==> src/rtl/program_loader_if.sv <==
// Loader bus: instruction-word stream in, IM write port and CPU boot control out.
// The chk_error signal exists only when PROGRAM_LOADER_CHECKSUM_EN is defined.
interface program_loader_if #(
    parameter int DATA_WIDTH = 16,
    parameter int ADDR_WIDTH = 10
);
    logic                  in_valid;
    logic [DATA_WIDTH-1:0] in_data;
    logic                  in_last;
    logic                  in_ready;
    logic                  im_en_write;
    logic [ADDR_WIDTH-1:0] im_address;
    logic [DATA_WIDTH-1:0] im_data;
    logic                  cpu_reset;
    logic                  cpu_start;
    logic                  busy;
    logic                  done;
    logic [ADDR_WIDTH:0]   word_count;
    logic                  overflow;
`ifdef PROGRAM_LOADER_CHECKSUM_EN
    logic                  chk_error;
`endif

    // Word source / observer side.
    modport master (
        output in_valid, in_data, in_last,
        input  in_ready, im_en_write, im_address, im_data,
        input  cpu_reset, cpu_start, busy, done, word_count, overflow
`ifdef PROGRAM_LOADER_CHECKSUM_EN
        , input chk_error
`endif
    );

    // Loader side.
    modport slave (
        input  in_valid, in_data, in_last,
        output in_ready, im_en_write, im_address, im_data,
        output cpu_reset, cpu_start, busy, done, word_count, overflow
`ifdef PROGRAM_LOADER_CHECKSUM_EN
        , output chk_error
`endif
    );
endinterface

==> src/rtl/program_loader.sv <==
// Boot-time program loader: buffers a valid/ready word stream in a small FIFO,
// writes the words to instruction memory from address 0, then releases the CPU
// with a reset pulse followed by start.
// Optional macro PROGRAM_LOADER_CHECKSUM_EN: the in_last word becomes an XOR
// checksum of the written words; a mismatch parks the loader in ERROR.
module program_loader #(
    parameter int DATA_WIDTH        = 16,
    parameter int ADDR_WIDTH        = 10,
    parameter int FIFO_DEPTH        = 4,
    parameter int BOOT_RESET_CYCLES = 2
) (
    input logic              clk,
    input logic              reset,
    program_loader_if.slave  bus
);
    localparam int PTR_W  = $clog2(FIFO_DEPTH);
    localparam int CNT_W  = PTR_W + 1;
    localparam int BOOT_W = (BOOT_RESET_CYCLES > 1) ? $clog2(BOOT_RESET_CYCLES) : 1;
    localparam logic [ADDR_WIDTH:0] IM_CAPACITY = {1'b1, {ADDR_WIDTH{1'b0}}};

    typedef enum logic [2:0] {IDLE, LOAD, DRAIN, BOOT, RUN, ERROR} state_t;

    state_t                state_reg, state_next;
    logic [DATA_WIDTH-1:0] fifo_mem [FIFO_DEPTH];
    logic [PTR_W-1:0]      head_reg, tail_reg;
    logic [CNT_W-1:0]      count_reg;
    logic [BOOT_W-1:0]     boot_cnt_reg;
    logic                  im_en_write_reg;
    logic [ADDR_WIDTH-1:0] im_address_reg;
    logic [DATA_WIDTH-1:0] im_data_reg;
    logic [ADDR_WIDTH:0]   word_count_reg;
    logic                  overflow_reg;
    logic                  cpu_reset_reg, cpu_start_reg;

    logic fifo_full, fifo_empty, transfer, push, pop, im_full, write_word;

    assign fifo_full  = (count_reg == CNT_W'(FIFO_DEPTH));
    assign fifo_empty = (count_reg == '0);
    assign bus.in_ready = ((state_reg == IDLE) || (state_reg == LOAD)) && !fifo_full;
    assign transfer   = bus.in_valid && bus.in_ready;
`ifdef PROGRAM_LOADER_CHECKSUM_EN
    // The checksum word is held aside, never buffered or written.
    assign push = transfer && !bus.in_last;
`else
    assign push = transfer;
`endif
    assign pop        = ((state_reg == LOAD) || (state_reg == DRAIN)) && !fifo_empty;
    assign im_full    = (word_count_reg == IM_CAPACITY);
    assign write_word = pop && !im_full;

`ifdef PROGRAM_LOADER_CHECKSUM_EN
    logic [DATA_WIDTH-1:0] chk_acc_reg, chk_word_reg;

    // Running XOR of words actually written, plus the captured checksum word.
    always_ff @(posedge clk or posedge reset) begin
        if (reset) begin
            chk_acc_reg  <= '0;
            chk_word_reg <= '0;
        end else begin
            if (write_word)
                chk_acc_reg <= chk_acc_reg ^ fifo_mem[head_reg];
            if (transfer && bus.in_last)
                chk_word_reg <= bus.in_data;
        end
    end

    assign bus.chk_error = (state_reg == ERROR);
`endif

    // FIFO storage: write-only array, read through the registered IM outputs.
    always_ff @(posedge clk) begin
        if (push)
            fifo_mem[tail_reg] <= bus.in_data;
    end

    // FIFO pointers and occupancy; simultaneous push and pop keep the count.
    always_ff @(posedge clk or posedge reset) begin
        if (reset) begin
            head_reg  <= '0;
            tail_reg  <= '0;
            count_reg <= '0;
        end else begin
            if (push)
                tail_reg <= tail_reg + PTR_W'(1);
            if (pop)
                head_reg <= head_reg + PTR_W'(1);
            if (push && !pop)
                count_reg <= count_reg + CNT_W'(1);
            else if (pop && !push)
                count_reg <= count_reg - CNT_W'(1);
        end
    end

    // IM write port: one registered write per pop, discarding once IM is full.
    always_ff @(posedge clk or posedge reset) begin
        if (reset) begin
            im_en_write_reg <= 1'b0;
            im_address_reg  <= '0;
            im_data_reg     <= '0;
            word_count_reg  <= '0;
            overflow_reg    <= 1'b0;
        end else begin
            im_en_write_reg <= write_word;
            if (write_word) begin
                im_address_reg <= word_count_reg[ADDR_WIDTH-1:0];
                im_data_reg    <= fifo_mem[head_reg];
                word_count_reg <= word_count_reg + (ADDR_WIDTH+1)'(1);
            end
            if (pop && im_full)
                overflow_reg <= 1'b1;
        end
    end

    // State register, BOOT cycle counter and registered CPU controls.
    always_ff @(posedge clk or posedge reset) begin
        if (reset) begin
            state_reg     <= IDLE;
            boot_cnt_reg  <= '0;
            cpu_reset_reg <= 1'b1;
            cpu_start_reg <= 1'b0;
        end else begin
            state_reg     <= state_next;
            boot_cnt_reg  <= (state_reg == BOOT) ? boot_cnt_reg + BOOT_W'(1) : '0;
            cpu_reset_reg <= (state_next != RUN);
            cpu_start_reg <= (state_next == RUN);
        end
    end

    // Next-state logic.
    always_comb begin
        state_next = state_reg;
        case (state_reg)
            IDLE:  if (transfer) state_next = bus.in_last ? DRAIN : LOAD;
            LOAD:  if (transfer && bus.in_last) state_next = DRAIN;
            DRAIN: begin
                if (fifo_empty) begin
`ifdef PROGRAM_LOADER_CHECKSUM_EN
                    state_next = (chk_acc_reg == chk_word_reg) ? BOOT : ERROR;
`else
                    state_next = BOOT;
`endif
                end
            end
            BOOT:  if (boot_cnt_reg == BOOT_W'(BOOT_RESET_CYCLES - 1)) state_next = RUN;
            RUN:   state_next = RUN;
            ERROR: state_next = ERROR;
            default: state_next = IDLE;
        endcase
    end

    assign bus.im_en_write = im_en_write_reg;
    assign bus.im_address  = im_address_reg;
    assign bus.im_data     = im_data_reg;
    assign bus.word_count  = word_count_reg;
    assign bus.overflow    = overflow_reg;
    assign bus.cpu_reset   = cpu_reset_reg;
    assign bus.cpu_start   = cpu_start_reg;
    assign bus.busy        = (state_reg == LOAD) || (state_reg == DRAIN) || (state_reg == BOOT);
    assign bus.done        = (state_reg == RUN);
endmodule
==> src/flat_wrapper.sv <==
// flat-port wrapper written by rule: the top's interface ports become plain ports
module program_loader_flat 
#(
    parameter int DATA_WIDTH        = 16,
    parameter int ADDR_WIDTH        = 10,
    parameter int FIFO_DEPTH        = 4,
    parameter int BOOT_RESET_CYCLES = 2
)
  (clk, reset, bus_in_valid, bus_in_data, bus_in_last, bus_in_ready, bus_im_en_write, bus_im_address, bus_im_data, bus_cpu_reset, bus_cpu_start, bus_busy, bus_done, bus_word_count, bus_overflow);
  program_loader_if #(.DATA_WIDTH(DATA_WIDTH), .ADDR_WIDTH(ADDR_WIDTH)) bus_i ();
  input logic clk;
  input logic reset;
  input wire logic [$bits(bus_i.in_valid)-1:0] bus_in_valid;
  input wire logic [$bits(bus_i.in_data)-1:0] bus_in_data;
  input wire logic [$bits(bus_i.in_last)-1:0] bus_in_last;
  output wire logic [$bits(bus_i.in_ready)-1:0] bus_in_ready;
  output wire logic [$bits(bus_i.im_en_write)-1:0] bus_im_en_write;
  output wire logic [$bits(bus_i.im_address)-1:0] bus_im_address;
  output wire logic [$bits(bus_i.im_data)-1:0] bus_im_data;
  output wire logic [$bits(bus_i.cpu_reset)-1:0] bus_cpu_reset;
  output wire logic [$bits(bus_i.cpu_start)-1:0] bus_cpu_start;
  output wire logic [$bits(bus_i.busy)-1:0] bus_busy;
  output wire logic [$bits(bus_i.done)-1:0] bus_done;
  output wire logic [$bits(bus_i.word_count)-1:0] bus_word_count;
  output wire logic [$bits(bus_i.overflow)-1:0] bus_overflow;
  assign bus_i.in_valid = bus_in_valid;
  assign bus_i.in_data = bus_in_data;
  assign bus_i.in_last = bus_in_last;
  assign bus_in_ready = bus_i.in_ready;
  assign bus_im_en_write = bus_i.im_en_write;
  assign bus_im_address = bus_i.im_address;
  assign bus_im_data = bus_i.im_data;
  assign bus_cpu_reset = bus_i.cpu_reset;
  assign bus_cpu_start = bus_i.cpu_start;
  assign bus_busy = bus_i.busy;
  assign bus_done = bus_i.done;
  assign bus_word_count = bus_i.word_count;
  assign bus_overflow = bus_i.overflow;
  program_loader #(.DATA_WIDTH(DATA_WIDTH), .ADDR_WIDTH(ADDR_WIDTH), .FIFO_DEPTH(FIFO_DEPTH), .BOOT_RESET_CYCLES(BOOT_RESET_CYCLES)) u_core (.clk(clk), .reset(reset), .bus(bus_i));
endmodule
==> config.mk <==
export PLATFORM = sky130hd
export DESIGN_NAME = program_loader_flat
export DESIGN_NICKNAME = d
export VERILOG_FILES = /design/src/rtl/program_loader_if.sv /design/src/rtl/program_loader.sv /design/src/flat_wrapper.sv
export SDC_FILE = /design/constraint.sdc
export NUM_CORES = 1
export LEC_CHECK = 0
export CAP_MARGIN = 20
export CORE_UTILIZATION = 35
export CTS_CLUSTER_DIAMETER = 100
export DETAILED_ROUTE_END_ITERATION = 10
export SLEW_MARGIN = 40
export SYNTH_ARGS = -nofsm -noshare
export SYNTH_HDL_FRONTEND = slang
export SYNTH_SLANG_ARGS = --single-unit
==> constraint.sdc <==
create_clock -name clk -period 4.2 [get_ports clk]
set_input_delay 0.84 -clock clk [delete_from_list [all_inputs] [get_ports clk]]
set_output_delay 0.84 -clock clk [all_outputs]
set_load 0.01 [all_outputs]
==> impl_metrics.ini <==
[clock_network]
cts.reportedPaths.clkPinSlew_ns = 0.06
post_cts_hold_buffer_count = 0
postCtsSetupRepairBufs = 0
clock_latency_ns = 0.41
clock_tree.root_cell = clkbuf_16
tritoncts_clock_tree = yes
clock_buffer_count_from_cts = 17
clkSinkCount = 116
htreeDepth = 4
cts_resized = 0
longest_clk_path_bufs = 2

[worst_setup_path]
worst-r2r-cell-count = 8
critical_path.slowest_cell = a2111oi_4
critical_path_peak_fanout = 10
cp-end-kind = flip-flop
critical_path_class = input port to flip-flop
cp_slowest_stage_delay_ns = 0.63
worst-endpoint-arrival_ns = 3.15
critical_path.startpoint_type = input port
crit_chain = clkdlybuf4s50_1 > inv_1 > a2111oi_4 > ha_1 > inv_1 > fa_1 > xor2_1 > nor2_1 > xor2_1
cp_data_required_time_ns = 4.53

[run]
max_cap_viols = 0

[die]
start_util = 0.3629
io-pin-count = 64
die_y_um = 116.9
die_w_um = 116.9
std_cell_rows = 41
core_region_area_um2 = 12720
floorplan.die_area_um2 = 13660

[cells_and_area]
largest_register_ff_count = 64
multiInputGateArea_um2 = 1296
final_layout_size_suffix_gt1_frac = 0.2661
finalInstanceArea_um2 = 6098
antennaDiodeCount = 0
final_common_cell = edfxtp_1
highest_count_cells_in_the_layout_ignoring_fill_and_taps = edfxtp_1 (64), clkdlybuf4s50_1 (63), dfrtp_1 (49)
flow.area_growth_from_synthesis_pct = 32.09
layout.area.seq_um2 = 3227
fillerInstances = 1116
design.final.nets = 357

[global_routing]
antenna_found_initial = 0
globalRouteOverflowTotal = 0
largest_net_degree_at_the_start_of_global_routing = 30
first_pass_grt_wire_length_um = 13740
grt_pass1_vias = 2594
gr_usage_total = 0.1430

[synthesis]
post_synth_instance_area_um2 = 4617
number_of_synthesized_register_bits = 116
avg_synthesized_cell_area_um2 = 18.11
synthesis.instances = 255
syn-num-nets = 283
yosysUniqueCellTypes = 40
synth-warning-count = 0
seq_area_frac_synth = 0.6984

[sta]
tightestPinTransition_ns = 0.6425
finalSetupViolations = 0
final.period_utilization = 0.6724
timing.final.max_slew_violations = 0
period_needed_ns = 2.824
rsz_0062_raised_after_global_routing = false
timing.clock.skew_ns = 0.009051
final_hold_viol_count = 0
fin_setup_tns_ns = 0
slew_headroom = 0.5717
final_critical_path_setup_slack_ns = 1.376
achievable-frequency_ghz = 0.3541

[detailed_routing]
drcViolationCount = 0
antenna_left = 0
post_drt_via_cell_ratio = 4.650
totalWireLength_um = 8537
avgRoutedWirePerCell_um = 16.61
vias = 2390
drt_pass1_iterations = 4
first_iter_violations = 85

[power_and_ir_drop]
power_density_nw_per_um2 = 842.0
max-vdd-ir-drop_mv = 0.4876
power_leakage_uw = 0.002315

[placement]
place.port_buffers = 63
place_ws_ns = 0.9545
dpl-instance-area_um2 = 5415
place_hpwl_um = 5353
gp_congestion = 0.6871

[outcome]
result_of_the_run = completed

[min_path]
class_of_the_most_critical_hold_timing_path = flip-flop to flip-flop
timing.hold.worst_path_depth = 1
==> worst max-delay path: cells and delay by family <==
kind                     cells  cell delay, ns
AND/OR/NAND/NOR              1            0.12
buffers and inverters        3            0.58
adder cells (fa/ha/maj)      2            0.67
AO/OA/AOI/OAI                1            0.63
XOR/XNOR                     2            0.31
==> final timing paths <==
check,to,from,slack (ns)
worst max register to register,u_core.count_reg[2]$_DFFE_PP0P_,u_core.count_reg[0]$_DFFE_PP0P_,1.73
worst min register to register,u_core.boot_cnt_reg$_DFF_PP0_,u_core.boot_cnt_reg$_DFF_PP0_,0.46
worst max-delay path,u_core.count_reg[2]$_DFFE_PP0P_,bus_in_valid,1.38
min in group asynchronous,u_core.bus.im_data[10]$_DFFE_PP0P_,reset,0.83
max in group asynchronous,u_core.bus.cpu_reset$_DFF_PP1_,reset,2.56
worst min-delay path,u_core.boot_cnt_reg$_DFF_PP0_,u_core.boot_cnt_reg$_DFF_PP0_,0.46
==> final cells by class <==
type	count	share of cell area
sequential	116	0.5291
multi-input combinational	119	0.2126
timing repair buffer	65	0.1059
clock buffer	17	0.06976
clock inverter	15	0.04124
tap	172	0.03529
inverter	10	0.006155
==> stage by stage <==
stage | hold slack, ns | total power [uW] | util | std cells
finish | 0.4609 | 5135 | 0.4793 | 514
global route | 0.4802 | 5421 | 0.4793 | 514
CTS | 0.4653 | 5211 | 0.4789 | 514
detailed placement | 0.4472 | 3542 | 0.4256 | 482
global placement | 0.4426 | 3499 | 0.4252 | 482
floorplan | 0.4263 | 2964 | - | 255
==> metal layers <==
metal,wire length (um),track usage
met3,379,0.04789
met2,4294,0.2308
met5,0,0
met1,3776,0.1756
met4,87,0.06329
==> cell usage after synthesis <==
master     instances  area [um2]
a2111oi_4          1       27.53
a211oi_1           1       7.510
a22o_1             3       26.28
and2_1             5       31.28
and3_1             2       12.51
and4bb_2           1       12.51
buf_1              1       3.750
buf_2              4       20.02
buf_4              1       7.510
buf_6              3       33.78
clkbuf_1           1       3.750
dfrtp_1           51        1276
dfstp_2            1       26.28
edfxtp_1          64        1922
fa_1               1       20.02
ha_1               7       87.58
inv_1             10       37.54
mux2_2            21       236.5
mux2_4             6       90.09
mux4_2            16       360.4
nand2_1            6       22.52
nand2_2            1       6.260
nand2b_1           2       12.51
nand3_1            6       30.03
nand3b_1           1       7.510
nand4_1            1       6.260
nand4b_1           1       8.760
nor2_1             6       22.52
nor2b_1            1       6.260
nor3_2             1       10.01
nor3_4             1       16.27
nor3b_1            1       7.510
nor4_1             3       18.77
nor4b_1            1       8.760
o21ai_0            4       20.02
o21bai_1           1       7.510
o22ai_1            1       6.260
xnor2_1           11       96.34
xnor2_2            1       16.27
xor2_1             5       43.79
==> power breakdown <==
part | total, uW | internal, uW | switching, uW
logic | 1660 | 961 | 702
clock network | 1640 | 1120 | 523
registers | 1830 | 1530 | 295
==> kinds of logic (layout without fill, tap and decap cells) <==
| family | after synthesis | in the layout | synth area share |
|---|---|---|---|
| adder cells (fa/ha/maj) | 8 | 8 | 0.02331 |
| XOR/XNOR | 17 | 17 | 0.03388 |
| flip-flops | 116 | 116 | 0.6984 |
| AND/OR/NAND/NOR | 40 | 40 | 0.05204 |
| multiplexers | 43 | 43 | 0.1488 |
| buffers and inverters | 20 | 107 | 0.02303 |
| AO/OA/AOI/OAI | 11 | 11 | 0.02060 |
Power figures use the tool's default switching activity.
